===== config.mk =====
export PLATFORM = sky130hd
export DESIGN_NAME = lcd_update_scheduler
export DESIGN_NICKNAME = d
export VERILOG_FILES = /design/src/rtl/lcd_sched_pkg.sv /design/src/rtl/lcd_line_arbiter.sv /design/src/rtl/lcd_update_scheduler.sv
export SDC_FILE = /design/constraint.sdc
export NUM_CORES = 1
export LEC_CHECK = 0
export CAP_MARGIN = 20
export CORE_MARGIN = 5
export CORE_UTILIZATION = 48
export DETAILED_ROUTE_END_ITERATION = 10
export HOLD_SLACK_MARGIN = 0.08
export PLACE_DENSITY = 0.89
export SYNTH_ARGS = -nofsm -noshare
export SYNTH_HDL_FRONTEND = slang
export SYNTH_SLANG_ARGS = --single-unit

===== constraint.sdc =====
create_clock -name clk -period 4.55 [get_ports clk]
set_clock_uncertainty 0.1 [all_clocks]
set_input_delay 0.91 -clock clk [delete_from_list [all_inputs] [get_ports clk]]
set_output_delay 0.91 -clock clk [all_outputs]
set_load 0.02 [all_outputs]

===== src/rtl/lcd_sched_pkg.sv =====
// Shared definitions for the LCD update scheduler: sequencer states, HD44780
// command bytes, sequence lengths and byte-selection helpers.
package lcd_sched_pkg;

  typedef enum logic [2:0] {
    WAIT_RDY,
    INIT,
    PICK,
    SEND,
    WAIT_DONE,
    GAP,
    IDLE
  } sched_state_t;

  localparam logic [7:0] FUNC_SET   = 8'h38;
  localparam logic [7:0] DISP_ON    = 8'h0C;
  localparam logic [7:0] CLEAR      = 8'h01;
  localparam logic [7:0] ENTRY      = 8'h06;
  localparam logic [7:0] LINE1_ADDR = 8'h80;
  localparam logic [7:0] LINE2_ADDR = 8'hC0;

  localparam int unsigned LINE_CHARS = 16;
  localparam int unsigned INIT_LEN   = 4;

  // Byte index of the final byte in each kind of sequence. A line service is
  // the address command at index 0 followed by characters at 1..LINE_CHARS.
  localparam logic [4:0] INIT_LAST = 5'(INIT_LEN - 1);
  localparam logic [4:0] LINE_LAST = 5'(LINE_CHARS);

  function automatic logic [7:0] init_cmd(input logic [4:0] idx);
    logic [7:0] cmd;
    case (idx)
      5'd0:    cmd = FUNC_SET;
      5'd1:    cmd = DISP_ON;
      5'd2:    cmd = CLEAR;
      default: cmd = ENTRY;
    endcase
    return cmd;
  endfunction

  // Character idx (0 = leftmost) of a 16-char line packed MSB-first.
  function automatic logic [7:0] line_char(input logic [127:0] text,
                                           input logic [4:0]   idx);
    logic [127:0] shifted;
    shifted = text << {idx, 3'b000};
    return shifted[127:120];
  endfunction

endpackage


===== src/rtl/lcd_line_arbiter.sv =====
// Round-robin arbiter between the two line requesters.
//   clk, iRST_N    : clock, asynchronous active-low reset
//   req1, req2     : content-changed pulses for line 1 / line 2
//   set_all        : mark both lines pending (end of panel init)
//   grant_en       : accept the current grant (scheduler in PICK)
//   grant_valid    : at least one line pending
//   grant_line2    : 0 = line 1 granted, 1 = line 2 granted
//   pend_any       : registered OR of the pending flags
//   pend_any_nxt   : value pend_any takes after the next edge
module lcd_line_arbiter
  import lcd_sched_pkg::*;
(
  input  logic clk,
  input  logic iRST_N,
  input  logic req1,
  input  logic req2,
  input  logic set_all,
  input  logic grant_en,
  output logic grant_valid,
  output logic grant_line2,
  output logic pend_any,
  output logic pend_any_nxt
);

  logic pend1, pend2, last2;
  logic pend1_nxt, pend2_nxt;
  logic take1, take2;

  always_comb begin
    grant_valid = pend1 | pend2;
    // With both pending, serve the line not served last.
    grant_line2 = pend2 & (~pend1 | ~last2);
    take1       = grant_en & grant_valid & ~grant_line2;
    take2       = grant_en & grant_valid &  grant_line2;
    // A request coinciding with its own grant keeps the flag set so the
    // line is written again with the newer content.
    pend1_nxt   = set_all | req1 | (pend1 & ~take1);
    pend2_nxt   = set_all | req2 | (pend2 & ~take2);
    pend_any    = pend1 | pend2;
    pend_any_nxt = pend1_nxt | pend2_nxt;
  end

  always_ff @(posedge clk or negedge iRST_N) begin
    if (!iRST_N) begin
      pend1 <= 1'b0;
      pend2 <= 1'b0;
      last2 <= 1'b1;
    end else begin
      pend1 <= pend1_nxt;
      pend2 <= pend2_nxt;
      if (take1)
        last2 <= 1'b0;
      else if (take2)
        last2 <= 1'b1;
    end
  end

endmodule


===== src/rtl/lcd_update_scheduler.sv =====
// Sequencing controller for a 16x2 character LCD. Initialises the panel once,
// then rewrites line 1 or line 2 whenever that line is flagged as changed.
//   DLY_CYCLES : gap counter terminal value (gap = DLY_CYCLES+1 cycles)
//   clk, iRST_N: clock, asynchronous active-low reset
//   iReady     : panel warm-up complete (only looked at before init)
//   iLine1/2   : line text, char 0 in [127:120]
//   iReq1/2    : single-cycle "line content changed" pulses
//   oLCD_DATA, oLCD_RS, oLCD_Start / iLCD_Done : byte controller handshake
//   oBusy      : sequence in progress or a line pending
module lcd_update_scheduler
  import lcd_sched_pkg::*;
#(
  parameter logic [17:0] DLY_CYCLES = 18'h3FFFE
) (
  input  logic         clk,
  input  logic         iRST_N,
  input  logic         iReady,
  input  logic [127:0] iLine1,
  input  logic [127:0] iLine2,
  input  logic         iReq1,
  input  logic         iReq2,
  output logic [7:0]   oLCD_DATA,
  output logic         oLCD_RS,
  output logic         oLCD_Start,
  input  logic         iLCD_Done,
  output logic         oBusy
);

  sched_state_t state, state_n;
  logic [4:0]   byte_idx, idx_n, nxt_idx;
  logic [17:0]  gap_cnt, gap_n;
  logic         in_init, init_n;
  logic [127:0] shadow, shadow_n;
  logic [7:0]   data_n;
  logic         rs_n, start_n, busy_n;

  logic grant_en, set_all;
  logic grant_valid, grant_line2, pend_any, pend_any_nxt;

  lcd_line_arbiter u_arb (
    .clk          (clk),
    .iRST_N       (iRST_N),
    .req1         (iReq1),
    .req2         (iReq2),
    .set_all      (set_all),
    .grant_en     (grant_en),
    .grant_valid  (grant_valid),
    .grant_line2  (grant_line2),
    .pend_any     (pend_any),
    .pend_any_nxt (pend_any_nxt)
  );

  // Output registers are loaded on the transition into SEND, so the byte and
  // start strobe are visible for the whole SEND cycle and held until done.
  always_comb begin
    state_n  = state;
    idx_n    = byte_idx;
    gap_n    = gap_cnt;
    init_n   = in_init;
    shadow_n = shadow;
    data_n   = oLCD_DATA;
    rs_n     = oLCD_RS;
    start_n  = oLCD_Start;
    grant_en = 1'b0;
    set_all  = 1'b0;
    nxt_idx  = byte_idx + 5'd1;

    unique case (state)
      WAIT_RDY: begin
        if (iReady)
          state_n = INIT;
      end
      INIT: begin
        init_n  = 1'b1;
        idx_n   = '0;
        data_n  = init_cmd(5'd0);
        rs_n    = 1'b0;
        start_n = 1'b1;
        state_n = SEND;
      end
      PICK: begin
        if (grant_valid) begin
          grant_en = 1'b1;
          shadow_n = grant_line2 ? iLine2 : iLine1;
          init_n   = 1'b0;
          idx_n    = '0;
          data_n   = grant_line2 ? LINE2_ADDR : LINE1_ADDR;
          rs_n     = 1'b0;
          start_n  = 1'b1;
          state_n  = SEND;
        end else begin
          state_n = IDLE;
        end
      end
      SEND: begin
        state_n = WAIT_DONE;
      end
      WAIT_DONE: begin
        if (iLCD_Done) begin
          start_n = 1'b0;
          gap_n   = '0;
          state_n = GAP;
        end
      end
      GAP: begin
        if (gap_cnt == DLY_CYCLES) begin
          if (in_init && byte_idx == INIT_LAST) begin
            set_all = 1'b1;
            state_n = PICK;
          end else if (!in_init && byte_idx == LINE_LAST) begin
            state_n = PICK;
          end else begin
            idx_n   = nxt_idx;
            start_n = 1'b1;
            state_n = SEND;
            if (in_init) begin
              data_n = init_cmd(nxt_idx);
              rs_n   = 1'b0;
            end else begin
              data_n = line_char(shadow, nxt_idx - 5'd1);
              rs_n   = 1'b1;
            end
          end
        end else begin
          gap_n = gap_cnt + 18'd1;
        end
      end
      IDLE: begin
        if (pend_any)
          state_n = PICK;
      end
      default: state_n = WAIT_RDY;
    endcase

    busy_n = !((state_n == WAIT_RDY) || (state_n == IDLE && !pend_any_nxt));
  end

  always_ff @(posedge clk or negedge iRST_N) begin
    if (!iRST_N) begin
      state      <= WAIT_RDY;
      byte_idx   <= '0;
      gap_cnt    <= '0;
      in_init    <= 1'b0;
      shadow     <= '0;
      oLCD_DATA  <= '0;
      oLCD_RS    <= 1'b0;
      oLCD_Start <= 1'b0;
      oBusy      <= 1'b0;
    end else begin
      state      <= state_n;
      byte_idx   <= idx_n;
      gap_cnt    <= gap_n;
      in_init    <= init_n;
      shadow     <= shadow_n;
      oLCD_DATA  <= data_n;
      oLCD_RS    <= rs_n;
      oLCD_Start <= start_n;
      oBusy      <= busy_n;
    end
  end

endmodule


**Yosys cells after proc, flatten, opt, wreduce, memory -nomap -nowiden**

Index checks and enable logic that the tools add are counted.

- Register bits: 169
- Input port bits: 262
- Output and inout port bits: 11
- Logic and storage cells: 117

- $add $sub $neg: 3
- Equal/unequal tests: 18
- Shift-type cells: 1
- Mux-type cells: 45
- Bitwise operators: 18
- Reduce and logical (&&, ||, !) cells: 20

Operator list:

| cell | number |
|---|---|
| two-way mux 128 bit | 1 |
| << shifter 128 x 8 -> 128 bit | 1 |
| two-way mux 8 bit | 5 |
| two-way mux 18 bit | 2 |
| one-hot mux 18 bit (2 select lines) | 1 |
| one-hot mux 8 bit (3 select lines) | 1 |
| one-hot mux 3 bit (7 select lines) | 1 |
| two-way mux 5 bit | 4 |
| two-way mux 1 bit | 19 |
| adder 18 x 1 -> 18 bit, second input constant | 1 |
| == test 18 bit, second input constant | 1 |
| one-hot mux 6 bit (3 select lines) | 1 |
| two-way mux 3 bit | 5 |
| one-hot mux 5 bit (3 select lines) | 1 |
| == test 3 bit, second input constant | 4 |
| inequality test 2 bit, second input constant | 6 |
| == test 5 x 2 -> 1 bit, second input constant | 2 |
| two-way mux 7 bit | 1 |
| OR 1 bit | 7 |
| AND 1 bit | 6 |
| == test 3 x 2 -> 1 bit, second input constant | 2 |
| logical NOT 3 bit | 2 |
| AND reduction 6 bit | 1 |
| nonzero test 2 bit | 3 |
| other kinds (18) | 27 |

**Logic depth before layout (Yosys ltp)**

- Word-level depth: 13
- Gate-level depth with buffers: 13
- Depth with buffers taken out: 9

**Modules after synthesis**

From an unflattened synthesis, not the netlist that was laid out.

- Cell total of the unflattened synthesis: 952
- Area, all modules: 9369.0 um^2

By module, submodules not included:

| module | times used | cells an instance | area each (um^2) | sequential area each (um^2) |
|---|---|---|---|---|
| lcd_update_scheduler | 1 | 935 | 9208.8 | 4154.0 |
| lcd_line_arbiter | 1 | 17 | 160.2 | 76.3 |

**Worst setup path before layout**

No wires, ideal clock.

- Path kind: register to register
- Start: register byte_idx[0]
- End: register oLCD_DATA[6]
- Setup time: 0.126 ns
- Data arrival time: 2.953 ns
- Required time: 4.324 ns
- Path slack: 1.371 ns
- Stages on the path, launching flop included: 14
- Path buffers: 4
- Period minus slack after synthesis: 3.179 ns
- Cells stage by stage: dfrtp_1 > buf_2 > buf_1 > inv_1 > ha_1 > buf_4 > nor2b_1 > a211oi_1 > o21ai_2 > xor2_4 > buf_12 > mux2i_1 > mux2i_1 > a221o_1

- Cells in the longest elaborated chain, start to end: 8
- Elaborated cells between the ends (all ways): 15
- Those cells by class: 2 x add/sub; 4 x eq/ne; 1 x shift; 5 x mux; 3 x reduce/logical

Ends and longest elaborated chain:

| what | line | RTL |
|---|---|---|
| from (decl) | lcd_update_scheduler.sv:30 | `logic [4:0] byte_idx, idx_n, nxt_idx;` |
| from (signal assigned) | lcd_update_scheduler.sv:151 | `byte_idx <= idx_n;` |
| adder 5 x 1 -> 5 bit | lcd_update_scheduler.sv:66 | `nxt_idx = byte_idx + 5'd1;` |
| subtractor 5 x 1 -> 5 bit | lcd_update_scheduler.sv:120 | `data_n = line_char(shadow, nxt_idx - 5'd1);` |
| << shifter 128 x 8 -> 128 bit | lcd_sched_pkg.sv:45 | `shifted = text << {idx, 3'b000};` |
| two-way mux 8 bit | lcd_update_scheduler.sv:116 | `if (in_init) begin` |
| two-way mux 8 bit | lcd_update_scheduler.sv:110 | `end else if (!in_init && byte_idx == LINE_LAST) begin` |
| two-way mux 8 bit | lcd_update_scheduler.sv:107 | `if (in_init && byte_idx == INIT_LAST) begin` |
| two-way mux 8 bit | lcd_update_scheduler.sv:106 | `if (gap_cnt == DLY_CYCLES) begin` |
| one-hot mux 8 bit (3 select lines) | lcd_update_scheduler.sv:68 | `unique case (state)` |
| to (signal assigned) | lcd_update_scheduler.sv:155 | `oLCD_DATA <= data_n;` |
| to (decl) | lcd_update_scheduler.sv:22 | `output logic [7:0] oLCD_DATA,` |

Several ways; a longest one is shown, not always the timed one. The select of a mux whose other input is x is not followed.
A chain may end at the register's enable or synchronous reset.

**Worst setup path after layout**

- Start: register byte_idx[1]
- End: register oLCD_DATA[0]

- Cells in the longest elaborated chain, start to end: 8
- Elaborated cells between the ends (all ways): 19
- Those cells by class: 2 x add/sub; 6 x eq/ne; 1 x shift; 6 x mux; 4 x reduce/logical

Ends and longest elaborated chain:

| what | line |
|---|---|
| adder 5 x 1 -> 5 bit | lcd_update_scheduler.sv:66 |
| subtractor 5 x 1 -> 5 bit (tied with other cells) | lcd_update_scheduler.sv:120 |
| << shifter 128 x 8 -> 128 bit / one-hot mux 6 bit (3 select lines) (equally long branches) | lcd_sched_pkg.sv:45, lcd_sched_pkg.sv:32 |
| two-way mux 8 bit | lcd_update_scheduler.sv:116 |
| two-way mux 8 bit | lcd_update_scheduler.sv:110 |
| two-way mux 8 bit | lcd_update_scheduler.sv:107 |
| two-way mux 8 bit | lcd_update_scheduler.sv:106 |
| one-hot mux 8 bit (3 select lines) | lcd_update_scheduler.sv:68 |

Several ways; a longest one is shown, not always the timed one. The select of a mux whose other input is x is not followed.

==> impl_metrics.yaml <==
outcome:
  outcome: "finished clean"
cells_and_area:
  insertedDiodeCount: 0
  layout_common_cells: "clkdlybuf4s50_1, dfrtp_1, nor2_1, mux2i_1, a21oi_1"
  multi_input_area_um2: 4580
  n_fill_cell: 1361
  finalNetCount: 1381
  final_common_cell: "clkdlybuf4s50_1"
  seq_area_um2: 4230
  drive_above_1_share_pct: 8.35
  areaGrowthSynthToFinish_pct: 37.7
clock_tree:
  post-cts-setup-buffers: 0
  cts_root_buf: "clkbuf_16"
  numCtsBuffers: 17
  clkSlewWorstSetupHoldPaths_ps: 70
  tritoncts: "yes"
  cts_sinks: 169
  post_cts_resized: 0
  clock_latency_ps: 440
  cts-hold-fix-buffers: 0
  cts_max_level: 4
  clockBufferDepth: 2
sta:
  max_freq_mhz: 315
  slew_headroom_pct: 29.7
  min_period_ps: 3170
  min_period_over_period_pct: 69.7
  worst_pin_slew_ps: 1060
  hold_viol_final: 0
  slew_violations: 0
  fin_hold_ws_ps: 289
  rsz0062_at_grt: "no"
  setup_viol: 0
  finalSetupTns_ps: 0
logic_synthesis:
  synth_flop_cell: "dfrtp_1"
  synth_area_um2: 9130
  syn_nets: 1143
  synth_top_cell_area_share_pct: 46.1
  synth-edff-count: 0
  postSynthCellCount: 875
  yosysTopAreaCell: "dfrtp_1"
  ys_types: 57
  async_flop_share_pct: 100
  yosys_warnings: 0
  ys_ff_latch: 169
  synthTopCellsByArea: "dfrtp_1, mux2i_1, mux4_2"
  ys_seq_area_share_pct: 46.4
  syn_area_per_cell_um2: 10.4
critical_path:
  path_max_fanout: 16
  critPathBufInv: 2
  crit_path_start_kind: "flip-flop"
  crit_slowest_cell: "xor2_4"
  setup.worst_path.class: "flip-flop to flip-flop"
  required_ps: 4780
  cp_top_family: "compound AO/OA/AOI/OAI gates"
  slowest_delay_ps: 600
  cpMostUsedCell: "inv_1"
  critPathArrivalTime_ps: 3400
  endpoint_kind: "flip-flop"
  path_cells: "inv_1 -> ha_2 -> inv_1 -> a211oi_1 -> o21ai_2 -> xor2_4 -> mux2i_1 -> mux2_2 -> o41ai_2"
detailed_routing:
  viasPerCell: 5.62
  drc_errors: 0
  via_count: 7648
  wl_per_cell_um: 19.4
  first_pass_iters: 5
  drtAntennaViolNets: 0
  drt-total-wl_mm: 26.4
  drtIter0Drc: 594
die:
  row_count: 50
  design.die.area_um2: 21900
  die_h_um: 148
  die_w_um: 148
  ios: 273
  start_util_pct: 48.8
  fp.coreArea_um2: 18700
pwr:
  seqPwrFrac_pct: 46.1
  p_int_uw: 2580
  swShare_pct: 24.2
  p_leak_uw: 0.00554
  powerDensity_nw_per_um2: 271
  power.share.clock_pct: 42.1
  vdd_drop_max_mv: 0.217
  switchingPower_uw: 825
  combPwrFrac_pct: 11.9
placed_design:
  place.gp.congestion: 0.876
  place_hpwl_mm: 19.7
  port_buffers: 272
global_route:
  grt_max_degree: 258
  grt_pass1_vias: 7898
  gr-usage-all-layers_pct: 24.3
  grt-ovfl-total: 0
  antenna_found_initial: 1
  grt_pass1_wl_mm: 41.2
run:
  drv_cap: 0
min_path:
  hold_class: "primary input to async pin"
## path summary, 6_finish.rpt
| check | start | endpoint | slack, ps | cells past startpoint |
|---|---|---|---|---|
| setup / recovery | byte_idx[1] | oLCD_DATA[0] | 1380 | 9 |
| min in group clk | oLCD_RS | oLCD_RS | 420 | 2 |
| max in group asynchronous | iRST_N | oLCD_DATA[1] | 3060 | 3 |
| hold reg to reg | oLCD_RS | oLCD_RS | 420 | 2 |
| setup reg to reg | byte_idx[1] | oLCD_DATA[0] | 1380 | 9 |
| hold / removal | iRST_N | oLCD_Start | 290 | 1 |
## cell usage after synthesis, types with 2 or more instances
| cell type | count |
|---|---|
| nand4_1 | 6 |
| buf_2 | 17 |
| ha_1 | 6 |
| dfrtp_1 | 168 |
| a22o_1 | 3 |
| o21ai_1 | 3 |
| mux2_2 | 6 |
| a22oi_1 | 3 |
| and3_1 | 2 |
| o221ai_1 | 2 |
| nand2_1 | 23 |
| a21oi_2 | 3 |
| xnor2_1 | 5 |
| clkbuf_1 | 36 |
| o31ai_1 | 2 |
| o21ai_0 | 16 |
| a211oi_1 | 2 |
| or2_1 | 3 |
| and2_1 | 2 |
| a21oi_1 | 139 |
| nor2_1 | 162 |
| inv_1 | 11 |
| nand2b_1 | 3 |
| buf_4 | 2 |
| xor2_1 | 10 |
| nor2b_1 | 2 |
| buf_1 | 5 |
| and4_1 | 2 |
| nor3_1 | 4 |
| or3_1 | 3 |
| o21a_1 | 2 |
| mux2i_1 | 147 |
| mux4_2 | 32 |
| nand3_1 | 16 |
| a31oi_1 | 2 |
| nand3b_1 | 3 |
| a221o_1 | 2 |
## stage by stage
step | total power (µW) | util, % | setup slack (ps) | std cells | area (µm²)
6_report | 3410 | 67.2 | 1380 | 1360 | 12600
2_1_floorplan | 1690 | - | 1370 | 875 | 9130
4_1_cts | 3420 | 67.0 | 1420 | 1359 | 12500
3_3_place_gp | 1990 | 63.9 | 1580 | 1327 | 12000
3_5_place_dp | 2000 | 63.9 | 1530 | 1327 | 12000
5_1_grt | 3530 | 67.2 | 1200 | 1360 | 12600
## worst reg2reg max path: cells and delay by family (launching register included)
kind | cells | cell delay [ps]
multiplexers | 2 | 530
XOR/XNOR | 1 | 600
adder cells (fa/ha/maj) | 1 | 460
buffers and inverters | 2 | 210
flip-flops | 1 | 450
AO/OA/AOI/OAI | 3 | 710
## area by class of cell
class,count,share of cell area [%]
Clock buffer,19,3.52
Tap cell,234,2.33
Timing Repair Buffer,281,22.6
Sequential cell,169,33.7
Inverter,11,0.329
Clock inverter,13,1.11
Multi-Input combinational cell,633,36.5
## flip-flops by register name (all words and copies together), names as in the netlist
register / flops
gap_cnt: 18
oLCD_DATA: 8
u_arb.pend2: 1
oBusy: 1
byte_idx: 5
oLCD_Start: 1
in_init: 1
u_arb.pend1: 1
u_arb.last2: 1
state: 3
oLCD_RS: 1
shadow: 128
## cells by family after synthesis
| family | share of synthesized area (%) |
|---|---|
| AO/OA/AOI/OAI | 11.4 |
| buffers and inverters | 3.58 |
| adder cells (fa/ha/maj) | 0.823 |
| XOR/XNOR | 1.74 |
| flip-flops | 46.4 |
| AND/OR/NAND/NOR | 11.4 |
| multiplexers | 24.8 |
## power by group through the flow
| stage | combinational (µW) | sequential [µW] | clock [µW] |
|---|---|---|---|
| floorplan | 104 | 1590 | 0 |
| CTS | 406 | 1570 | 1440 |
| detailed placement | 406 | 1600 | 0 |
| global route | 438 | 1570 | 1520 |
| finish | 404 | 1570 | 1430 |
| global placement | 395 | 1590 | 0 |
## metal layers
metal | track usage, % | wire length, µm
met5 | 0 | 13
met1 | 29.2 | 9650
met2 | 42.4 | 14000
met4 | 9.10 | 727
met3 | 6.19 | 2080
Note: power is estimated with default switching activity, not from simulation.
